$ cat config.mk
export PLATFORM = sky130hd
export DESIGN_NAME = stack_op_sequencer_flat
export DESIGN_NICKNAME = d
export VERILOG_FILES = /design/src/rtl/stack_op_sequencer_if.sv /design/src/rtl/stack_op_sequencer.sv /design/src/flat_wrapper.sv
export SDC_FILE = /design/constraint.sdc
export NUM_CORES = 1
export LEC_CHECK = 0
export CORE_ASPECT_RATIO = 1.75
export CORE_MARGIN = 2
export CORE_UTILIZATION = 50
export CTS_CLUSTER_DIAMETER = 150
export DETAILED_ROUTE_END_ITERATION = 7
export PLACE_DENSITY = 0.77
export SYNTH_ARGS = -nofsm -noshare
export SYNTH_HDL_FRONTEND = slang
export SYNTH_SLANG_ARGS = --single-unit
$ cat constraint.sdc
create_clock -name clk -period 3.7 [get_ports clk]
set_clock_uncertainty 0.2 [all_clocks]
set_input_delay 0.555 -clock clk [delete_from_list [all_inputs] [get_ports clk]]
set_output_delay 0.555 -clock clk [all_outputs]
set_load 0.03 [all_outputs]
$ cat src/rtl/stack_op_sequencer_if.sv
`default_nettype none
// ============================================================================
// Module   : stack_op_sequencer_if
// Brief    : Command bus (decode side) and stack bus bundled for the sequencer
// Revision : 1.0  initial release
// ============================================================================
interface stack_op_sequencer_if #(
  parameter int WIDTH = 8
);
  logic             start;
  logic [2:0]       opcode;
  logic [WIDTH-1:0] imm;
  logic             ready;
  logic             done;
  logic             err;
  logic [WIDTH-1:0] result;
  logic             zero;
  logic             stack_push;
  logic             stack_pop;
  logic             stack_tos;
  logic [WIDTH-1:0] stack_din;
  logic [WIDTH-1:0] stack_dout;
  logic             stack_empty;

  modport master (
    input  start, opcode, imm, stack_dout, stack_empty,
    output ready, done, err, result, zero,
           stack_push, stack_pop, stack_tos, stack_din
  );

  modport slave (
    output start, opcode, imm, stack_dout, stack_empty,
    input  ready, done, err, result, zero,
           stack_push, stack_pop, stack_tos, stack_din
  );
endinterface
`default_nettype wire

$ cat src/rtl/stack_op_sequencer.sv
`default_nettype none
// ============================================================================
// Module   : stack_op_sequencer
// Brief    : Sequences push/pop/tos strobes to an 8-bit LIFO and evaluates ALU ops
// Revision : 1.0  initial release
// ============================================================================
module stack_op_sequencer #(
  parameter int WIDTH = 8
) (
  input  wire logic               clk,
  input  wire logic               rst,
  stack_op_sequencer_if.master    bus
);

  localparam logic [2:0] c_OP_PUSHI = 3'b000;
  localparam logic [2:0] c_OP_POP   = 3'b001;
  localparam logic [2:0] c_OP_ADD   = 3'b010;
  localparam logic [2:0] c_OP_SUB   = 3'b011;
  localparam logic [2:0] c_OP_AND   = 3'b100;
  localparam logic [2:0] c_OP_OR    = 3'b101;
  localparam logic [2:0] c_OP_NOT   = 3'b110;
  localparam logic [2:0] c_OP_DUP   = 3'b111;

  typedef enum logic [2:0] {
    S_IDLE = 3'd0,
    S_POP1 = 3'd1,
    S_POP2 = 3'd2,
    S_TOS  = 3'd3,
    S_PUSH = 3'd4,
    S_CAPT = 3'd5,
    S_DONE = 3'd6
  } state_t;

  state_t           r_state;
  state_t           w_next;
  logic [2:0]       r_op;
  logic [WIDTH-1:0] r_imm;
  logic [WIDTH-1:0] r_a;
  logic [WIDTH-1:0] r_result;
  logic             r_uflow;
  logic             w_uflow;
  logic             w_push;
  logic             w_pop;
  logic             w_tos;
  logic [WIDTH-1:0] w_alu;

  // In PUSH, stack_dout holds B (second popped operand or refreshed top).
  always_comb begin
    w_alu = bus.stack_dout;
    case (r_op)
      c_OP_PUSHI: w_alu = r_imm;
      c_OP_ADD:   w_alu = bus.stack_dout + r_a;
      c_OP_SUB:   w_alu = bus.stack_dout - r_a;
      c_OP_AND:   w_alu = bus.stack_dout & r_a;
      c_OP_OR:    w_alu = bus.stack_dout | r_a;
      c_OP_NOT:   w_alu = ~bus.stack_dout;
      default:    w_alu = bus.stack_dout;
    endcase
  end

  always_comb begin
    w_next  = r_state;
    w_push  = 1'b0;
    w_pop   = 1'b0;
    w_tos   = 1'b0;
    w_uflow = 1'b0;
    case (r_state)
      S_IDLE: begin
        if (bus.start) begin
          case (bus.opcode)
            c_OP_PUSHI: w_next = S_PUSH;
            c_OP_DUP:   w_next = S_TOS;
            default:    w_next = S_POP1;
          endcase
        end
      end
      S_POP1: begin
        if (bus.stack_empty) begin
          w_next  = S_DONE;
          w_uflow = 1'b1;
        end else begin
          w_pop = 1'b1;
          case (r_op)
            c_OP_ADD, c_OP_SUB, c_OP_AND, c_OP_OR: w_next = S_POP2;
            c_OP_NOT:                              w_next = S_PUSH;
            default:                               w_next = S_CAPT;
          endcase
        end
      end
      S_POP2: begin
        if (bus.stack_empty) begin
          w_next  = S_DONE;
          w_uflow = 1'b1;
        end else begin
          w_pop  = 1'b1;
          w_next = S_PUSH;
        end
      end
      S_TOS: begin
        if (bus.stack_empty) begin
          w_next  = S_DONE;
          w_uflow = 1'b1;
        end else begin
          w_tos  = 1'b1;
          w_next = S_PUSH;
        end
      end
      S_PUSH: begin
        w_push = 1'b1;
        w_next = S_DONE;
      end
      S_CAPT:  w_next = S_DONE;
      S_DONE:  w_next = S_IDLE;
      default: w_next = S_IDLE;
    endcase
  end

  always_ff @(posedge clk or negedge rst) begin
    if (!rst) begin
      r_state  <= S_IDLE;
      r_op     <= c_OP_PUSHI;
      r_imm    <= '0;
      r_a      <= '0;
      r_result <= '0;
      r_uflow  <= 1'b0;
    end else begin
      r_state <= w_next;
      if (r_state == S_IDLE && bus.start) begin
        r_op  <= bus.opcode;
        r_imm <= bus.imm;
      end
      if (r_state == S_POP2) begin
        r_a <= bus.stack_dout;
      end
      if (r_state == S_PUSH) begin
        r_result <= w_alu;
      end else if (r_state == S_CAPT) begin
        r_result <= bus.stack_dout;
      end
      // Flag is frozen through DONE so err can be qualified by it there.
      if (r_state != S_DONE) begin
        r_uflow <= w_uflow;
      end
    end
  end

  assign bus.ready      = (r_state == S_IDLE);
  assign bus.done       = (r_state == S_DONE);
  assign bus.err        = (r_state == S_DONE) && r_uflow;
  assign bus.zero       = (r_state == S_DONE) && (r_result == '0);
  assign bus.result     = r_result;
  assign bus.stack_push = w_push;
  assign bus.stack_pop  = w_pop;
  assign bus.stack_tos  = w_tos;
  assign bus.stack_din  = w_push ? w_alu : '0;

endmodule
`default_nettype wire

$ cat src/flat_wrapper.sv
// flat-port wrapper written by rule: the top's interface ports become plain ports
module stack_op_sequencer_flat 
#(
  parameter int WIDTH = 8
)
  (clk, rst, bus_start, bus_opcode, bus_imm, bus_stack_dout, bus_stack_empty, bus_ready, bus_done, bus_err, bus_result, bus_zero, bus_stack_push, bus_stack_pop, bus_stack_tos, bus_stack_din);
  stack_op_sequencer_if #(.WIDTH(WIDTH)) bus_i ();
  input  wire logic clk;
  input  wire logic rst;
  input wire logic [$bits(bus_i.start)-1:0] bus_start;
  input wire logic [$bits(bus_i.opcode)-1:0] bus_opcode;
  input wire logic [$bits(bus_i.imm)-1:0] bus_imm;
  input wire logic [$bits(bus_i.stack_dout)-1:0] bus_stack_dout;
  input wire logic [$bits(bus_i.stack_empty)-1:0] bus_stack_empty;
  output wire logic [$bits(bus_i.ready)-1:0] bus_ready;
  output wire logic [$bits(bus_i.done)-1:0] bus_done;
  output wire logic [$bits(bus_i.err)-1:0] bus_err;
  output wire logic [$bits(bus_i.result)-1:0] bus_result;
  output wire logic [$bits(bus_i.zero)-1:0] bus_zero;
  output wire logic [$bits(bus_i.stack_push)-1:0] bus_stack_push;
  output wire logic [$bits(bus_i.stack_pop)-1:0] bus_stack_pop;
  output wire logic [$bits(bus_i.stack_tos)-1:0] bus_stack_tos;
  output wire logic [$bits(bus_i.stack_din)-1:0] bus_stack_din;
  assign bus_i.start = bus_start;
  assign bus_i.opcode = bus_opcode;
  assign bus_i.imm = bus_imm;
  assign bus_i.stack_dout = bus_stack_dout;
  assign bus_i.stack_empty = bus_stack_empty;
  assign bus_ready = bus_i.ready;
  assign bus_done = bus_i.done;
  assign bus_err = bus_i.err;
  assign bus_result = bus_i.result;
  assign bus_zero = bus_i.zero;
  assign bus_stack_push = bus_i.stack_push;
  assign bus_stack_pop = bus_i.stack_pop;
  assign bus_stack_tos = bus_i.stack_tos;
  assign bus_stack_din = bus_i.stack_din;
  stack_op_sequencer #(.WIDTH(WIDTH)) u_core (.clk(clk), .rst(rst), .bus(bus_i));
endmodule
==> results by stage, run 1 <==
Timing:
- Static timing analysis puts the maximum clock frequency at approximately 0.28 GHz.
- The count of final hold-check violations is 0.
- Setup repair after global routing left no endpoint under its margin.
- Setup violations remaining at the end of the flow were counted as 0.
- The slew at the pin with the worst max-slew slack is between 600 and 700 ps.
- On the final layout, the worst hold slack is 298 ps.
- The total count of max-transition violations in the final report came to 0.
- The post-route clock period utilization is 96.1%.
- Headroom to the max-slew limit came out at about three fifths.
- Summed over all failing endpoints, the final setup total negative slack is 0 ps.
- The clock period minus final worst setup slack is between 3000 and 4000 ps.

Cells and area:
- Cells fill 63.8% of the core in the end.
- The final net count is between 300 and 400.
- 0 antenna diodes ended up in the layout.
- The post-route netlist has between 10% and 20% of its cells at a drive strength greater than 1.
- The filler cell count in the final layout is roughly 420.
- From synthesis to final layout, the design area changed by 23.8%.

Die:
- From bottom edge to top edge, the die measures ~95 um.
- The horizontal die dimension is between 50 and 60 um.
- The floorplan step defined a die boundary enclosing ~5400 sq um.
- Once the floorplan was initialized, standard cells occupied about half of the core.
- During I/O placement, the number of pins put on the boundary was 46.
- The standard cell core area is 4620 sq um.
- The cell row count is 33.

Clocking:
- For the worst-skew pair, the clock arrives at the later sink with an insertion delay of between 200 and 300 ps.
- The buffer count from post-CTS setup fixing is 0.
- The total clock sinks is 31.
- The clock tree buffer depth is 2.
- The post-cts hold buffer count is 0.
- The TritonCTS clock tree is built.
- The cell at the root of the clock tree is sky130_fd_sc_hd__clkbuf_8.
- Post-CTS repair changed the size of 0 cells.
- The maximum level of the CTS H-tree is 2.
- The clock edge transition at the registers on the reported setup and hold paths is 70 ps.
- The number of buffers inserted during clock tree synthesis is 5.

Yosys:
- The post-synthesis sequential area ratio is 32.6%.
- The number of warnings reported in the yosys synthesis log is 0.
- Sorting the synthesized cells by how often they occur yields 31 x sky130_fd_sc_hd__dfrtp_1, 18 x sky130_fd_sc_hd__nor2_1, 17 x sky130_fd_sc_hd__mux2_2.
- Counting flops with a built-in enable in the synthesized netlist gives 0.
- Sorting the synthesized cells by area gives the leading types as sky130_fd_sc_hd__dfrtp_1 33%, sky130_fd_sc_hd__mux2_2 8.0%, sky130_fd_sc_hd__ha_1 5.3%.
- The top cell type by area accounts for 32.6% of the synthesized area.
- The most used flip-flop cell after synthesis is sky130_fd_sc_hd__dfrtp_1.
- The number of cells produced by synthesis is 260.
- The cell with the most instances after synthesis is sky130_fd_sc_hd__dfrtp_1.
- The mean post-synth cell area is approximately 9.2 sq um.
- The number of unique standard cell types used by synthesis is between 50 and 60.
- Synthesis inferred 31 register bits.
- The synthesized design spends more area on one cell type than any other, namely sky130_fd_sc_hd__dfrtp_1.
- The post-synthesis async set-or-reset flop share is 100%.
- The number of nets in the synthesized netlist is slightly below 300.
- The mapped netlist covers approximately 2400 sq um.

Placement:
- The count of input and output buffers is 45.
- Summed over all nets, the half-perimeter wirelength after detailed placement is roughly 4.8 mm.
- The final weighted congestion in routability-driven placement is about 0.88.

Detailed routing:
- The per-cell via count in the routed design is ~6.0.
- The routed layout has approximately 2100 vias.
- The total routed wirelength is between 6 and 7 mm.
- The first detailed-routing pass ran for 4 iterations.
- After detailed routing, the number of remaining DRC violations is 0.
- The detailed-route wire length per cell is approximately 17 um.
- After the first detailed-routing iteration, the DRC count stood at a little over 80.
- The number of nets with antenna violations after routing is 0.

Global route:
- Entering global routing, the biggest net connects 32 pins.
- The number of global-route vias before repair is around 2000.
- The first-pass GRT wire length is between 9 and 10 mm.
- The number of antenna violations at the first check in global routing was 0.
- The overflow left after global routing is 0.
- In the global route stage, overall resource usage came out at around 24%.

Power:
- The maximum VDD drop is between 0.6 and 0.7 mV.
- Overall power consumption after layout is estimated at 3.25 mW.
- In this run the static leakage power is around 1.3 nW.
- The power density over the cells is ~1100 nW/um^2.

Status:
- The run finished with clean final reports.

Worst setup path:
- The worst setup path is launched from a flip-flop.
- The largest driver fanout on the critical path is 19.
- By startpoint and endpoint, the worst setup path is classified as reg2out.
- Data on the critical path is required at its endpoint by 2940 ps.
- At the worst endpoint, the arrival time is 2800 ps.
- The capturing element type of the critical path is an output port.

Flow run:
- The count of maximum capacitance violations is 0.

Min path:
- The type of the worst min-delay path is reg2reg.
## flip-flops by register name, summed over array words and instances (netlist names)
register	cells
u_core.r_uflow	1
u_core.r_op	3
u_core.bus.result	8
u_core.r_state	3
u_core.r_imm	8
u_core.r_a	8
## kinds of logic after synthesis
kind of cell    count (synthesis)  synth area share [%]
flops                          31                  32.6
simple gates                   78                  18.1
buf+inv                        26                  5.72
fa+ha+maj                      15                  7.77
xor+xnor                       13                  4.78
compound gates                 79                  22.4
mux                            18                  8.67
## layer usage
metal	part of all wire, %	up-vias	global-route usage [%]
met2	52	60	42.5
met5	0	-	0
met3	3.1	19	3.53
li1	-	1043	-
met1	40	1019	27.9
met4	4.4	0	13.7
## final timing paths
path                                         to       startpoint  cells after the start  slack [ps]
min in group asynchronous     u_core.r_state[1]              rst                      2         460
max                            bus_stack_din[7]   u_core.r_op[1]                     12         140
min                             u_core.r_imm[0]  u_core.r_imm[0]                      1         300
max in group asynchronous         u_core.r_a[0]              rst                      2        2540
max reg2reg                u_core.bus.result[4]   u_core.r_op[1]                     11         920
min reg2reg                     u_core.r_imm[0]  u_core.r_imm[0]                      1         300
## power by group
| part | internal, mW | total [mW] | leakage, nW | switching [mW] |
|---|---|---|---|---|
| registers | 0.511 | 0.702 | 0.373 | 0.192 |
| logic | 1.01 | 2.28 | 0.854 | 1.27 |
| clock network | 0.131 | 0.267 | 0.0412 | 0.136 |
## worst max-delay path, cell delays in order (launching register included)
cell	delay [ps]
sky130_fd_sc_hd__dfrtp_1	380
sky130_fd_sc_hd__buf_4	210
sky130_fd_sc_hd__and3b_2	250
sky130_fd_sc_hd__nor2_1	150
sky130_fd_sc_hd__xnor2_1	140
sky130_fd_sc_hd__ha_1	300
sky130_fd_sc_hd__o21a_1	200
sky130_fd_sc_hd__o31a_1	130
sky130_fd_sc_hd__o21ai_2	190
sky130_fd_sc_hd__xnor2_1	130
sky130_fd_sc_hd__a21oi_1	110
sky130_fd_sc_hd__nor2_1	140
sky130_fd_sc_hd__buf_4	170
## placed cells by master, fill, tap and decap left out, types with 2 or more instances in the layout
| cell | Yosys | layout |
|---|---|---|
| sky130_fd_sc_hd__xnor2_1 | 8 | 8 |
| sky130_fd_sc_hd__a31oi_1 | 4 | 4 |
| sky130_fd_sc_hd__a211oi_1 | 4 | 4 |
| sky130_fd_sc_hd__clkbuf_8 | 0 | 5 |
| sky130_fd_sc_hd__nor3_1 | 10 | 10 |
| sky130_fd_sc_hd__o21ai_1 | 10 | 9 |
| sky130_fd_sc_hd__nor4_2 | 2 | 2 |
| sky130_fd_sc_hd__and3_1 | 7 | 7 |
| sky130_fd_sc_hd__a21o_1 | 4 | 4 |
| sky130_fd_sc_hd__inv_1 | 8 | 8 |
| sky130_fd_sc_hd__nor4_1 | 2 | 2 |
| sky130_fd_sc_hd__dfrtp_1 | 31 | 31 |
| sky130_fd_sc_hd__a211o_1 | 2 | 2 |
| sky130_fd_sc_hd__nor2b_1 | 8 | 8 |
| sky130_fd_sc_hd__o211a_1 | 2 | 2 |
| sky130_fd_sc_hd__ha_1 | 10 | 10 |
| sky130_fd_sc_hd__nor2_1 | 18 | 18 |
| sky130_fd_sc_hd__nand2b_1 | 7 | 7 |
| sky130_fd_sc_hd__nand2_1 | 11 | 11 |
| sky130_fd_sc_hd__clkdlybuf4s50_1 | 0 | 38 |
| sky130_fd_sc_hd__buf_4 | 1 | 18 |
| sky130_fd_sc_hd__xor2_1 | 5 | 5 |
| sky130_fd_sc_hd__a22o_1 | 2 | 2 |
| sky130_fd_sc_hd__o22ai_1 | 3 | 3 |
| sky130_fd_sc_hd__mux2_2 | 17 | 17 |
| sky130_fd_sc_hd__o21ai_2 | 1 | 2 |
| sky130_fd_sc_hd__maj3_1 | 4 | 4 |
| sky130_fd_sc_hd__a31o_1 | 2 | 2 |
| sky130_fd_sc_hd__o21ai_0 | 11 | 11 |
| sky130_fd_sc_hd__a21oi_1 | 16 | 16 |
| sky130_fd_sc_hd__and2_1 | 4 | 4 |
| sky130_fd_sc_hd__o221ai_1 | 2 | 2 |
| sky130_fd_sc_hd__o31ai_1 | 3 | 3 |
| sky130_fd_sc_hd__o21a_1 | 2 | 2 |
## metrics by stage
stage | instances | area [sq um] | worst slack, ps
after floorplan | 260 | 2380 | 265
after global placement | 351 | 2860 | 270
after detailed placement | 351 | 2860 | 258
after CTS | 359 | 2950 | 110
after global routing | 359 | 2950 | 24.0
final | 359 | 2950 | 145
## final cells by class
type	count	area, sq um	area share [%]
multi-input cells	203	1480	50.0
clock inverters	2	12.5	0.424
clock buffers	6	72.6	2.46
flip-flops and latches	31	776	26.3
inverters	9	33.8	1.15
repair buffers	56	515	17.5
well taps	52	65.1	2.21
Power figures use the tool's default switching activity.
==> inputs of run 2 (changes only) <==
SLEW_MARGIN = 30   (was not set)
==> results of run 2 <==
Same layout as run 1: the final DEF is identical, and so are final timing and power.
